`config.mk`:
```
export PLATFORM = sky130hd
export DESIGN_NAME = load_store_unit
export DESIGN_NICKNAME = d
export VERILOG_FILES = /design/src/rtl/cpu_consts.sv /design/src/rtl/lsu_load_align.sv /design/src/rtl/load_store_unit.sv
export SDC_FILE = /design/constraint.sdc
export NUM_CORES = 1
export LEC_CHECK = 0
export CORE_MARGIN = 2
export CORE_UTILIZATION = 47
export CTS_BUF_LIST = sky130_fd_sc_hd__clkbuf_4 sky130_fd_sc_hd__clkbuf_8
export DETAILED_ROUTE_END_ITERATION = 16
export PLACE_DENSITY = 0.88
export SETUP_SLACK_MARGIN = 0.15
export SYNTH_ARGS = -nofsm -noshare
export SYNTH_HDL_FRONTEND = slang
export SYNTH_HIERARCHICAL = 1
export SYNTH_SLANG_ARGS = --single-unit
```
`constraint.sdc`:
```
create_clock -name clk_i -period 2.3 [get_ports clk_i]
set_clock_uncertainty 0.15 [all_clocks]
set_input_delay 0.575 -clock clk_i [delete_from_list [all_inputs] [get_ports clk_i]]
set_output_delay 0.575 -clock clk_i [all_outputs]
set_load 0.1 [all_outputs]
```
`src/rtl/cpu_consts.sv`:
```
// Shared constants for the load/store unit.
//   BYTE / HALF_WORD / WORD : access-size encodings carried on data_byte_i
//                             (2'b11 is treated as WORD)
//   lsu_state_t             : access FSM states
//   is_misaligned()         : alignment check for a size/offset pair
//   byte_enable()           : 4-lane byte enables for a size/offset pair
package cpu_consts;

  localparam logic [1:0] BYTE      = 2'b00;
  localparam logic [1:0] HALF_WORD = 2'b01;
  localparam logic [1:0] WORD      = 2'b10;

  typedef enum logic [1:0] {
    IDLE = 2'b00,
    REQ  = 2'b01,
    WAIT = 2'b10,
    DONE = 2'b11
  } lsu_state_t;

  // Anything that is neither BYTE nor HALF_WORD behaves as a full word.
  function automatic logic is_misaligned(input logic [1:0] size,
                                         input logic [1:0] offset);
    case (size)
      BYTE:      return 1'b0;
      HALF_WORD: return offset[0];
      default:   return (offset != 2'b00);
    endcase
  endfunction

  function automatic logic [3:0] byte_enable(input logic [1:0] size,
                                             input logic [1:0] offset);
    case (size)
      BYTE:      return 4'b0001 << offset;
      HALF_WORD: return 4'b0011 << {offset[1], 1'b0};
      default:   return 4'b1111;
    endcase
  endfunction

endpackage

```
`src/rtl/lsu_load_align.sv`:
```
// Combinational load-data aligner.
//   rdata      : raw word returned by memory
//   offset     : byte offset of the access within the word
//   size       : BYTE / HALF_WORD / WORD (2'b11 treated as WORD)
//   zero_extnd : 1 = zero-extend, 0 = sign-extend the selected lane
//   data       : lane-selected, extended load result
module lsu_load_align
  import cpu_consts::*;
#(
  parameter int XLEN = 32
) (
  input  logic [XLEN-1:0] rdata,
  input  logic [1:0]      offset,
  input  logic [1:0]      size,
  input  logic            zero_extnd,
  output logic [XLEN-1:0] data
);

  logic [7:0]  byte_lane;
  logic [15:0] half_lane;
  logic        fill;

  always_comb begin
    byte_lane = 8'h00;
    half_lane = 16'h0000;
    fill      = 1'b0;
    data      = rdata;

    case (offset)
      2'b00:   byte_lane = rdata[7:0];
      2'b01:   byte_lane = rdata[15:8];
      2'b10:   byte_lane = rdata[23:16];
      default: byte_lane = rdata[31:24];
    endcase
    half_lane = offset[1] ? rdata[31:16] : rdata[15:0];

    case (size)
      BYTE: begin
        fill = ~zero_extnd & byte_lane[7];
        data = {{(XLEN-8){fill}}, byte_lane};
      end
      HALF_WORD: begin
        fill = ~zero_extnd & half_lane[15];
        data = {{(XLEN-16){fill}}, half_lane};
      end
      default: data = rdata;
    endcase
  end

endmodule

```
`src/rtl/load_store_unit.sv`:
```
// Load/store unit: turns one execute-stage memory access into a single
// request/grant/response transaction on a word-addressed memory port.
//   clk_i, rst_ni         : clock, asynchronous active-low reset
//   data_req_i ... wdata_i: access request from the pipeline
//   lsu_stall_o           : holds the pipeline while the access is in flight
//   rdata_o/_valid_o      : aligned load result and completion pulse
//   misaligned_o          : completion pulse for a rejected misaligned access
//   mem_*                 : memory request channel (req/gnt) and response (rvalid/rdata)
module load_store_unit
  import cpu_consts::*;
#(
  parameter int XLEN = 32
) (
  input  logic            clk_i,
  input  logic            rst_ni,
  input  logic            data_req_i,
  input  logic            data_wr_i,
  input  logic [1:0]      data_byte_i,
  input  logic            zero_extnd_i,
  input  logic [XLEN-1:0] addr_i,
  input  logic [XLEN-1:0] wdata_i,
  output logic            lsu_stall_o,
  output logic [XLEN-1:0] rdata_o,
  output logic            rdata_valid_o,
  output logic            misaligned_o,
  output logic            mem_req_o,
  input  logic            mem_gnt_i,
  output logic [XLEN-1:0] mem_addr_o,
  output logic            mem_we_o,
  output logic [3:0]      mem_be_o,
  output logic [XLEN-1:0] mem_wdata_o,
  input  logic            mem_rvalid_i,
  input  logic [XLEN-1:0] mem_rdata_i
);

  lsu_state_t      state_q, state_d;
  logic [XLEN-1:0] addr_q;
  logic [1:0]      size_q;
  logic            wr_q;
  logic            zext_q;
  logic [3:0]      be_q;
  logic [XLEN-1:0] wdata_q;
  logic            mis_q;
  logic [XLEN-1:0] rdata_q;

  logic            accept;
  logic            mis_now;
  logic [XLEN-1:0] wdata_rep;
  logic [XLEN-1:0] load_data;

  assign accept  = (state_q == IDLE) && data_req_i;
  assign mis_now = is_misaligned(data_byte_i, addr_i[1:0]);

  // Store data is replicated across every lane so memory can pick it up
  // with the byte enables alone.
  always_comb begin
    case (data_byte_i)
      BYTE:      wdata_rep = {(XLEN/8){wdata_i[7:0]}};
      HALF_WORD: wdata_rep = {(XLEN/16){wdata_i[15:0]}};
      default:   wdata_rep = wdata_i;
    endcase
  end

  lsu_load_align #(.XLEN(XLEN)) u_align (
    .rdata      (mem_rdata_i),
    .offset     (addr_q[1:0]),
    .size       (size_q),
    .zero_extnd (zext_q),
    .data       (load_data)
  );

  always_ff @(posedge clk_i or negedge rst_ni) begin
    if (!rst_ni) state_q <= IDLE;
    else         state_q <= state_d;
  end

  // Misaligned accesses skip the memory port entirely and report in DONE.
  always_comb begin
    state_d = state_q;
    case (state_q)
      IDLE:    if (data_req_i) state_d = mis_now ? DONE : REQ;
      REQ:     if (mem_gnt_i) state_d = WAIT;
      WAIT:    if (mem_rvalid_i) state_d = DONE;
      default: state_d = IDLE;
    endcase
  end

  // rdata_q only changes on the way into DONE, so the last result stays
  // visible until the next access completes.
  always_ff @(posedge clk_i or negedge rst_ni) begin
    if (!rst_ni) begin
      addr_q  <= '0;
      size_q  <= WORD;
      wr_q    <= 1'b0;
      zext_q  <= 1'b0;
      be_q    <= 4'b0000;
      wdata_q <= '0;
      mis_q   <= 1'b0;
      rdata_q <= '0;
    end else if (accept) begin
      mis_q <= mis_now;
      if (mis_now) begin
        rdata_q <= '0;
      end else begin
        addr_q  <= addr_i;
        size_q  <= data_byte_i;
        wr_q    <= data_wr_i;
        zext_q  <= zero_extnd_i;
        be_q    <= byte_enable(data_byte_i, addr_i[1:0]);
        wdata_q <= wdata_rep;
      end
    end else if ((state_q == WAIT) && mem_rvalid_i) begin
      rdata_q <= wr_q ? '0 : load_data;
    end
  end

  assign lsu_stall_o   = accept || (state_q == REQ) || (state_q == WAIT);
  assign rdata_valid_o = (state_q == DONE) && !mis_q;
  assign misaligned_o  = (state_q == DONE) && mis_q;
  assign rdata_o       = rdata_q;

  assign mem_req_o   = (state_q == REQ);
  assign mem_addr_o  = mem_req_o ? {addr_q[XLEN-1:2], 2'b00} : '0;
  assign mem_we_o    = mem_req_o && wr_q;
  assign mem_be_o    = mem_req_o ? be_q : 4'b0000;
  assign mem_wdata_o = mem_req_o ? wdata_q : '0;

endmodule

```
* Word level (Yosys, flattened, before mapping)
Cells that the tools add are included.
Word-level totals: word-level logic and storage cells 61, input port bits 105, output and inout port bits 105, bits in registers 107
Cells by class: bitwise logic cells 4, reductions and logical operators 17, equal/unequal tests 11, shift operators 2, multiplexer cells 18
Operators by type and width (number):
- 32-bit 2-to-1 mux | 6
- 32-bit case mux with 2 select lines | 2
- 8-bit case mux with 3 select lines | 1
- 16-bit 2-to-1 mux | 1
- 2-bit by 1-bit equality test with 1-bit output, second input constant | 4
- 2-bit logical NOT | 4
- 2-bit 2-to-1 mux | 4
- 4-bit case mux with 2 select lines | 1
- 2-bit equality test, second input constant | 3
- 2-bit case mux with 3 select lines | 1
- 1-bit logical AND | 5
- 4-bit 2-to-1 mux | 1
- 2-bit by 1-bit != test with 1-bit output, second input constant | 2
- 2-bit != test, second input constant | 2
- 2-bit AND reduction | 2
- 2-bit nonzero test | 2
- 1-bit by 2-bit << shifter with 4-bit output, first input constant | 1
- 2-bit by 2-bit << shifter with 4-bit output, first input constant | 1
- 3-bit AND reduction | 1
- 1-bit AND | 2
- 1-bit logical OR | 2
- 1-bit NOT | 2
- 1-bit case mux with 2 select lines | 1
- 1-bit logical NOT | 1

* Depth between registers and ports, before layout
Gate-level depths: netlist of run 1.
word-level depth 7, mapped depth 8, gate-level depth less buffers 5

* Cells and area by module
Netlist of run 1, hierarchy kept.
By module, submodules not included:
- load_store_unit | sequential area each 2678.8 um^2, instances 1, cells each 392, area an instance 5006.1 um^2
- lsu_load_align | sequential area each 0.0 um^2, instances 1, cells each 115, area an instance 845.8 um^2

* Worst setup path after synthesis of run 1
Ideal clock, no wire load.
path kind reg2out, start register state_q[1], end output port mem_wdata_o[11], cell stages (with the launch flop) 6, data arrival time 2.595 ns, required time 1.575 ns, setup slack -1.020 ns, path buffers 2, cell sequence dfrtp_1 > inv_1 > ha_1 > clkbuf_1 > clkbuf_1 > and2_1
On the way: longest elaborated chain between the ends 2
Ends and longest elaborated chain:
- start: declaration | RTL line load_store_unit.sv:36 | lsu_state_t state_q, state_d;
- start signal: assignment | RTL line load_store_unit.sv:74 | else state_q <= state_d;
- 2-bit by 1-bit equality test with 1-bit output | RTL line load_store_unit.sv:122 | assign mem_req_o = (state_q == REQ);
- net mem_req_o | RTL line load_store_unit.sv:26 | output logic mem_req_o,
- 32-bit 2-to-1 mux | RTL line load_store_unit.sv:126 | assign mem_wdata_o = mem_req_o ? wdata_q : '0;
- end: declaration | RTL line load_store_unit.sv:31 | output logic [XLEN-1:0] mem_wdata_o,
The timed path passes the listed nets, and every way through them passes these cells.

* Final worst setup path of run 1
start input port data_req_i, end output port lsu_stall_o
On the way: longest elaborated chain between the ends 3
Ends and longest elaborated chain:
- start: declaration | RTL line load_store_unit.sv:16 | input logic data_req_i,
- 1-bit logical AND | RTL line load_store_unit.sv:51 | assign accept = (state_q == IDLE) && data_req_i;
- 1-bit logical OR (2 in series) | RTL line load_store_unit.sv:117 | assign lsu_stall_o = accept || (state_q == REQ) || (state_q == WAIT);
- end: declaration | RTL line load_store_unit.sv:22 | output logic lsu_stall_o,
Every way passes these cells.

==> results.cfg, run 1 <==
[status]
outcome = finished with violations
violations = negative setup slack

[worst_setup_path]
ff2ff_path_depth = 4
critical_path.max_stage_delay_ns = 0.44
required_ns = 1.57
cp_num_buf_inv = 2
cp_cell_sequence = clkdlybuf4s50_1 -> and2_4 -> or3_4 -> buf_12
start_kind = input pin
end_kind = output port
crit_path_max_fanout = 2
crit_slowest_cell = clkdlybuf4s50_1
cp.arrival_ns = 1.72
crit_cells = 4
path_delay_family = buffers and inverters
critPathKind = input pin to output port

[finish]
layout-drive-gt1-share_pct = 46.8
syn2layout_area_growth_pct = 61.3
final_area_um2 = 9440
nNetsFinal = 829

[timing]
worst_slew_pin_slew_ns = 0.868
rsz0062_at_grt = yes
period_minus_slack_ns = 2.44
max_freq_mhz = 409
finalCritPeriodShare_pct = 106
drv_slew = 0
setup_viol = 67
setup_ws_ns = -0.145
max-slew-margin-rel_pct = 42.0
hold_violations = 0

[clock_tree]
clkTransAtPathRegs_ns = 0.09
clock_latency_ns = 0.38
cts.sinks = 107
cts_tree = built
hold_buffers = 0
cts_buffer_depth = 2
cts_buffers = 9
cts_root_buf = clkbuf_8
htree_num_levels = 3

[yosys]
yosysUniqueCellTypes = 43
synth_area_per_cell_um2 = 11.5
synth_flop_cell = dfrtp_1
syn_inst = 507
synth_seq_cells = 107
netlist_area_um2 = 5850
yosys_warnings = 6
synth_top_area_cell = dfrtp_1
async_flop_share_pct = 100
synth_top_area_share_pct = 45.3
synth-edff-count = 0
synth_common_cells = dfrtp_1 (106), mux2_2 (77), and2_1 (71)
synth.most_common_cell = dfrtp_1
synth_area_leaders = dfrtp_1 (45%), mux2_2 (15%), and2_1 (7.6%), a22o_1 (4.9%), mux2i_1 (4.1%)
ys_seq_area_share_pct = 45.8

[die]
fp.dieW_um = 116
core_area_um2 = 12100
initial_core_util_pct = 48.5
pin_count = 210
die_area_um2 = 13400
die_y_um = 116
row_count = 40

[grt]
grt_usage_pct = 27.1
grt_pass1_wl_um = 27700
grt_max_degree = 108
grt_overflow_total = 0
antenna_found_initial = 1
grt_pass1_vias = 5214

[route]
drcViolationCount = 0
highest_layer = met4
drt_iter0_markers = 394
dr.pass1.iters = 5
wl_met1_um = 7050
ant_nets = 0
vias = 4978
wl_um = 18300
wl_per_cell_um = 20.5
via_per_inst = 5.57
dr_wl_met3_um = 1330
met2_length_um = 9290

[flow_run]
maxCapViolations = 0

[placed_design]
placed_area_um2 = 9140
place_hpwl_um = 13400
io_buffers = 207
gp_congestion = 0.962

[min_path]
worstHoldPathType = input pin to asynchronous set/reset pin
worst register-to-register path: stages (launching register included):
cell	delay (ns)
dfrtp_1	0.44
nor2b_1	0.72
mux2i_1	0.20
o22a_1	0.23
a22o_1	0.21
metal layers:
| layer | up-vias | track usage (%) |
|---|---|---|
| met5 | - | 0 |
| met1 | 2473 | 32.1 |
| met2 | 233 | 47.7 |
| met4 | 0 | 11.0 |
| met3 | 42 | 6.22 |
| li1 | 2230 | - |
area by class of cell:
class	instances	area, um2
clock inverters	2	60.1
well taps	168	210
multi-input cells	350	3140
fillers	668	2620
flip-flops and latches	107	2680
repair buffers	246	3160
inverters	6	22.5
diodes	1	2.50
clock buffers	14	168
state kept, by name, summed over array words and instances, names as in the netlist:
register	flops
zext_q	1
state_q	2
rdata_o	32
wdata_q	32
addr_q	32
wr_q	1
size_q	2
be_q	4
mis_q	1
logic make-up (layout without fill, tap and decap cells):
logic type | Yosys count | in the layout | share of synthesized area (%)
fa+ha+maj | 4 | 4 | 0.855
mux | 110 | 110 | 21.2
buf+inv | 51 | 268 | 4.66
simple gates | 133 | 133 | 12.7
other cells | 1 | 3 | 0.0641
flops | 107 | 107 | 45.8
compound gates | 100 | 100 | 14.5
xor+xnor | 1 | 1 | 0.150
what timing repair did:
| action | 4_1_cts | 5_1_grt |
|---|---|---|
| endpoints found under the setup margin | 70 | 79 |
| setup buffers | 3 | 0 |
| pin swaps | 8 | 4 |
| gates resized for setup | 4 | 7 |
| cloned | 0 | 1 |
path summary, 6_finish.rpt:
check | slack, ns | end | start
max | -0.14 | lsu_stall_o | data_req_i
min | 0.11 | addr_q[8]$_DFFE_PN0P_ | rst_ni
max reg2reg | 0.25 | rdata_o[5]$_DFFE_PN0P_ | addr_q[0]$_DFFE_PN0P_
min reg2reg | 0.36 | rdata_o[10]$_DFFE_PN0P_ | rdata_o[10]$_DFFE_PN0P_
max in group asynchronous | 1.45 | addr_q[21]$_DFFE_PN0P_ | rst_ni
min in group clk_i | 0.36 | rdata_o[10]$_DFFE_PN0P_ | rdata_o[10]$_DFFE_PN0P_
through the flow:
step / hold slack (ns) / cells / setup WS [ns] / TNS [ns] / util (%)
6_report: 0.112 / 894 / -0.145 / -5.53 / 78.3
4_1_cts: 0.127 / 892 / -0.141 / -5.28 / 78.0
3_3_place_gp: 0.317 / 873 / -0.110 / -5.05 / 75.7
3_5_place_dp: 0.340 / 873 / -0.174 / -10.08 / 75.7
5_1_grt: 0.147 / 894 / -0.180 / -9.12 / 78.3
2_1_floorplan: 0.129 / 508 / 0.0637 / 0 / -
layout by cell type, fill, tap and decap left out, types with 2 or more instances in the layout:
cell type,synthesis,routed
a21o_1,2,2
a22o_1,33,33
a22oi_1,9,9
and2_1,71,2
and2_2,0,2
and2_4,0,67
buf_12,0,83
buf_4,5,59
bufinv_16,0,2
clkbuf_4,0,4
clkbuf_8,0,10
clkdlybuf4s50_1,0,103
conb_1,1,2
dfrtp_1,106,106
ha_4,0,2
inv_1,5,4
mux2_2,77,77
mux2_4,9,9
mux2i_1,24,24
nand2_1,36,36
nor2b_1,13,11
nor3_1,3,3
nor4_1,2,2
o211ai_1,9,9
o211ai_2,10,10
o21a_1,2,2
o21ai_0,12,12
o221ai_1,8,8
o22a_1,7,7
Power of run 1 is left out: the tool's default activity adds up to more than one toggle a clock period on the data nets, which glitch-free logic cannot reach.
==> run 2, diff against run 1 <==
Settings changed: CTS_CLUSTER_DIAMETER set to 60, SKIP_LAST_GASP set to 1, TNS_END_PERCENT set to 5.
==> run 2 against run 1 <==
The run still ends with negative setup slack left. Routed wire length up 14%. Final area increased by 1.2%. Highest routed layer unchanged. Fmax is 3.8% lower. Sequential cell count unchanged. Largest cell class unchanged. Clock-buffer cell count decreased by 2. Global-route usage is 3.0 points higher. Die area stayed put. Via count increased by 4.0%. Cell count up 1.0%. Worst setup slack worse by 0.097 ns. Critical path depth grew 2.
==> results.cfg, run 2 (same netlist as run 1, synthesis figures left out) <==
[finish]
nNetsFinal = 839
syn2layout_area_growth_pct = 63.3
antenna_cells = 0
layout-drive-gt1-share_pct = 47.2
final_common_cell = dfrtp_1
nFillCells = 626
mostFrequentLayoutCells = dfrtp_1 (106), clkdlybuf4s50_1 (103), buf_12 (87)

[die]
die_y_um = 116
fp.dieW_um = 116
initial_core_util_pct = 48.5
row_count = 40
die_area_um2 = 13400
pin_count = 210
core_area_um2 = 12100

[placed_design]
io_buffers = 207
gp_congestion = 0.922
place_hpwl_um = 14000

[worst_setup_path]
required_ns = 1.57
path_delay_family = buffers and inverters
critical_path.max_stage_delay_ns = 0.42
cp_cell_sequence = inv_2 -> ha_4 -> buf_12 -> buf_12 -> and2_2 -> buf_12
cpMostUsedCell = buf_12
end_kind = output port
reg2reg_from = addr_q[0]$_DFFE_PN0P_
ff2ff_path_depth = 4
crit_slowest_cell = dfrtp_1
critPathKind = flop to output port
reg2reg_slack_ns = 0.15
start_kind = flop
r2r_end = rdata_o[3]$_DFFE_PN0P_
cp_num_buf_inv = 4
crit_path_max_fanout = 21
cp.arrival_ns = 1.82

[route]
ant_nets = 0
via_per_inst = 5.73
dr.pass1.iters = 6
vias = 5178
wl_per_cell_um = 23.0
wl_um = 20800
drt_iter0_markers = 464
drcViolationCount = 0

[grt]
grt_max_degree = 42
grt_pass1_wl_um = 30200
grt_overflow_total = 0
antenna_found_initial = 0
grt_usage_pct = 30.2
grt_pass1_vias = 5448

[clock_tree]
cts_buffers = 9
cts_tree = built
clkTransAtPathRegs_ns = 0.10
cts_buffer_depth = 2
cts_root_buf = clkbuf_8
htree_num_levels = 3
clock_latency_ns = 0.40
cts.sinks = 107

[timing]
finalCritPeriodShare_pct = 110
drv_slew = 0
worst_slew_pin_slew_ns = 0.889
max-slew-margin-rel_pct = 40.6
hold_violations = 0
period_minus_slack_ns = 2.54
setup_viol = 71
rsz0062_at_grt = yes
max_freq_mhz = 393
holdWs_ns = 0.358
setup_ws_ns = -0.241

[min_path]
hold_end = zext_q$_DFFE_PN0P_
hold_depth = 1
worstHoldPathType = flop to flop
min_from = zext_q$_DFFE_PN0P_

[flow_run]
maxCapViolations = 0

[status]
violations = negative setup slack
outcome = finished with violations
[run 2: cell types whose count changed in the layout (fill, tap and decap cells not counted), moves of 2 or more]
| cell | previous run | this run |
|---|---|---|
| clkbuf_4 | 4 | 2 |
| and2_4 | 67 | 63 |
| buf_12 | 83 | 87 |
| buf_6 | 0 | 2 |
| clkinvlp_4 | 0 | 2 |
| buf_4 | 59 | 61 |
| and2_2 | 2 | 5 |
[run 2: area by class of cell]
type / instances / area, um2 / share of cell area, %
clock inverters: 4 / 50.0 / 0.524
clock buffers: 12 / 153 / 1.60
flip-flops and latches: 107 / 2680 / 28.0
multi-input cells: 350 / 3130 / 32.7
repair buffers: 256 / 3310 / 34.7
inverters: 6 / 25.0 / 0.262
well taps: 168 / 210 / 2.20
[run 2: how the worst max path moves through the flow]
stage | startpoint | to | slack, ns | cells past startpoint
finish | state_q[1]$_DFFE_PN0P_ | mem_wdata_o[31] | -0.24 | 6
floorplan | state_q[1]$_DFFE_PN0P_ | mem_wdata_o[11] | 0.06 | 5
global placement | data_req_i | lsu_stall_o | -0.1 | 4
detailed placement | mem_rdata_i[31] | rdata_o[13]$_DFFE_PN0P_ | -0.14 | 6
global route | state_q[1]$_DFFE_PN0P_ | mem_wdata_o[31] | -0.31 | 6
CTS | state_q[1]$_DFFE_PN0P_ | mem_addr_o[3] | -0.19 | 5
[run 2: per-stage QoR]
stage	cell area, um2	setup slack, ns	utilization [%]	TNS (ns)	instances
2_1_floorplan	6060	0.0637	-	0	508
3_3_place_gp	9180	-0.0992	76.1	-2.96	875
3_5_place_dp	9180	-0.142	76.1	-8.34	875
4_1_cts	9440	-0.186	78.3	-10.40	896
5_1_grt	9560	-0.313	79.2	-16.54	903
6_report	9560	-0.241	79.2	-12.45	903
[run 2: routing by layer]
| layer | wire length (um) | global-route usage [%] | up-vias |
|---|---|---|---|
| met4 | 932 | 12.7 | 0 |
| li1 | - | - | 2261 |
| met5 | 0 | 0 | - |
| met1 | 7740 | 36.3 | 2551 |
| met2 | 10000 | 50.2 | 303 |
| met3 | 2080 | 9.36 | 63 |
[run 2: timing repair]
action                                  CTS  global route
cloned                                    0             2
endpoints found under the setup margin   71            78
gates resized for setup                   3             9
setup buffers                             4             5
hold buffers                              1             0
endpoints found under the hold margin     4             0
pin swaps                                 0             3
Power of run 2 is left out for the same reason.
==> run 3, diff against run 2 <==
Settings changed: ABC_AREA set to 1, CORE_UTILIZATION 47 to 48.
==> run 3 against run 2 <==
The run still ends with negative setup slack left. Fmax up 4.4%. Area after synthesis increased by 8.2%. Worst hold slack got worse by 0.35 ns. First-iteration DRC count up 39%. Final area up 6.2%. Sequential share of layout area decreased by 1.6 points. Largest cell class unchanged. Routed wire length fell by 0.72%. Non-clock buffer count is 8 lower.
==> results.cfg, run 3 <==
[finish]
final_common_cell = nand2_1
nNetsFinal = 1240
syn2layout_area_growth_pct = 60.2
nFillCells = 790
layout-drive-gt1-share_pct = 29.2
mostFrequentLayoutCells = nand2_1 (410), dfrtp_1 (106), clkdlybuf4s50_1 (103)

[power]
p_switching_uw = 8330
vdd_drop_max_mv = 0.929
pwr-share-clk_pct = 7.9
internal_power_uw = 6920
sequentialPowerShare_pct = 21.7
p_per_area_nw_per_um2 = 1500
p_leak_uw = 0.00492
p_comb_share_pct = 70.4
p_total_uw = 15200
switching_share_pct = 54.6

[yosys]
synth_common_cells = nand2_1 (463), dfrtp_1 (106), inv_1 (98)
synth.most_common_cell = nand2_1
ys_seq_area_share_pct = 42.3
synth_area_per_cell_um2 = 6.83
synth_top_area_share_pct = 41.9
syn_inst = 927
netlist_area_um2 = 6330
synth-edff-count = 0
synth_seq_cells = 107
yosys_warnings = 6
async_flop_share_pct = 100
synth_top_area_cell = dfrtp_1
synth_area_leaders = dfrtp_1 (42%), nand2_1 (27%), inv_1 (5.8%), nand3_1 (4.7%), nand3_2 (3.5%)
yosysUniqueCellTypes = 29
synth_flop_cell = dfrtp_1

[worst_setup_path]
crit_slowest_cell = dfrtp_1
critical_path.max_stage_delay_ns = 0.43
end_kind = output port
required_ns = 1.57
start_kind = flop
cp_cell_sequence = ha_4 -> buf_12 -> buf_16 -> nand2_1 -> clkinvlp_4 -> buf_12
cpMostUsedCell = buf_12
critPathKind = flop to output port
crit_path_max_fanout = 8
cp.arrival_ns = 1.71

[route]
via_per_inst = 5.18
wl_um = 20600
drcViolationCount = 0
ant_nets = 0
dr.pass1.iters = 5
vias = 6775
drt_iter0_markers = 645
wl_per_cell_um = 15.8

[timing]
drv_slew = 0
hold_violations = 0
worst_slew_pin_slew_ns = 0.528
period_minus_slack_ns = 2.43
setup_ws_ns = -0.133
setup_viol = 69
holdWs_ns = 0.0100
max-slew-margin-rel_pct = 64.5
max_freq_mhz = 411
finalCritPeriodShare_pct = 106
rsz0062_at_grt = yes

[clock_tree]
cts.sinks = 107
clkTransAtPathRegs_ns = 0.10
clock_latency_ns = 0.38
htree_num_levels = 3
cts_root_buf = clkbuf_8
cts_buffers = 9
cts_buffer_depth = 2
cts_tree = built

[die]
row_count = 41
die_area_um2 = 14100
pin_count = 210
core_area_um2 = 12800
initial_core_util_pct = 49.6
fp.dieW_um = 119
die_y_um = 119

[status]
outcome = finished with violations
violations = negative setup slack

[grt]
grt_overflow_total = 0
grt_pass1_vias = 6520
antenna_found_initial = 1
grt_pass1_wl_um = 31900
grt_usage_pct = 28.2
grt_max_degree = 53

[placed_design]
io_buffers = 207
gp_congestion = 0.980
place_ws_ns = -0.0104
place_hpwl_um = 13600

[min_path]
worstHoldPathType = input pin to asynchronous set/reset pin

[flow_run]
maxCapViolations = 0
[run 3: changes by cell type in the layout (fill, tap and decap cells not counted), sizes merged, moves of 13 or more]
cell,before,now
nand3,0,83
clkinvlp,2,67
nor2,2,46
and2,71,0
nand2,36,471
inv,5,38
a21oi,1,18
a22o,33,0
nor2b,13,0
mux2i,24,0
mux2,86,0
[run 3: critical path: cells and delay by family, from the launching register on]
family	cells	cell delay, ns
adders and majority gates	1	0.22
buffers and inverters	4	0.56
and+or+nand+nor	1	0.11
DFF	1	0.43
[run 3: worst paths after layout]
check | from | end | slack [ns] | cells after the start
min in group clk_i | addr_q[15]$_DFFE_PN0P_ | addr_q[15]$_DFFE_PN0P_ | 0.34 | 2
max in group asynchronous | rst_ni | wdata_q[26]$_DFFE_PN0P_ | 1.39 | 2
setup / recovery | state_q[0]$_DFFE_PN0P_ | mem_addr_o[2] | -0.13 | 6
setup reg to reg | state_q[0]$_DFFE_PN0P_ | addr_q[23]$_DFFE_PN0P_ | 0.33 | 10
hold / removal | rst_ni | addr_q[1]$_DFFE_PN0P_ | 0.01 | 1
hold reg to reg | addr_q[15]$_DFFE_PN0P_ | addr_q[15]$_DFFE_PN0P_ | 0.34 | 2
[run 3: power by group through the flow]
stage	Sequential [uW]	Clock, uW	Combinational (uW)
floorplan	4300	0	6060
global placement	3230	0	9760
detailed placement	3270	0	9900
CTS	3230	1240	10300
global route	3390	1330	11300
finish	3300	1210	10700
[run 3: logic make-up after synthesis]
logic type	synth area share (%)
simple gates	40.4
buf+inv	12.0
flops	42.3
compound gates	4.46
fa+ha+maj	0.790
other cells	0.0592
[run 3: metal layers]
metal	up-vias	GRT usage, %	share of wire, %
met4	0	12.6	3.6
met3	63	9.29	9.5
met2	316	46.9	49
li1	3199	-	-
met1	3197	33.2	38
met5	-	0	0
[run 3: metrics by stage]
step	instances	area [um2]	util, %	setup TNS (ns)
6_report	1309	10100	79.4	-6.74
3_3_place_gp	1276	9550	74.8	0
5_1_grt	1309	10100	79.4	-10.19
4_1_cts	1301	9910	77.6	-7.10
3_5_place_dp	1276	9550	74.8	-0.0315
2_1_floorplan	928	6740	-	-1.03
[run 3: area by class of cell]
type                            count  area, um2  share of cell area (%)
Tap cell                          172        215                    2.12
Multi-Input combinational cell    660       3100                    30.5
Sequential cell                   107       2680                    26.4
Timing Repair Buffer              248       3300                    32.6
Inverter                          105        648                    6.39
Antenna cell                        1       2.50                  0.0247
Clock buffer                       14        168                    1.65
Clock inverter                      2       35.0                   0.345
[run 3: timing repair]
action / in CTS / in global routing
pin swaps: 1 / 1
setup endpoints to repair: 70 / 73
gates resized for setup: 6 / 37
gates cloned: 3 / 5
buffers inserted: 6 / 2
hold buffers: 0 / 0
(Power assumes the default switching activity.)
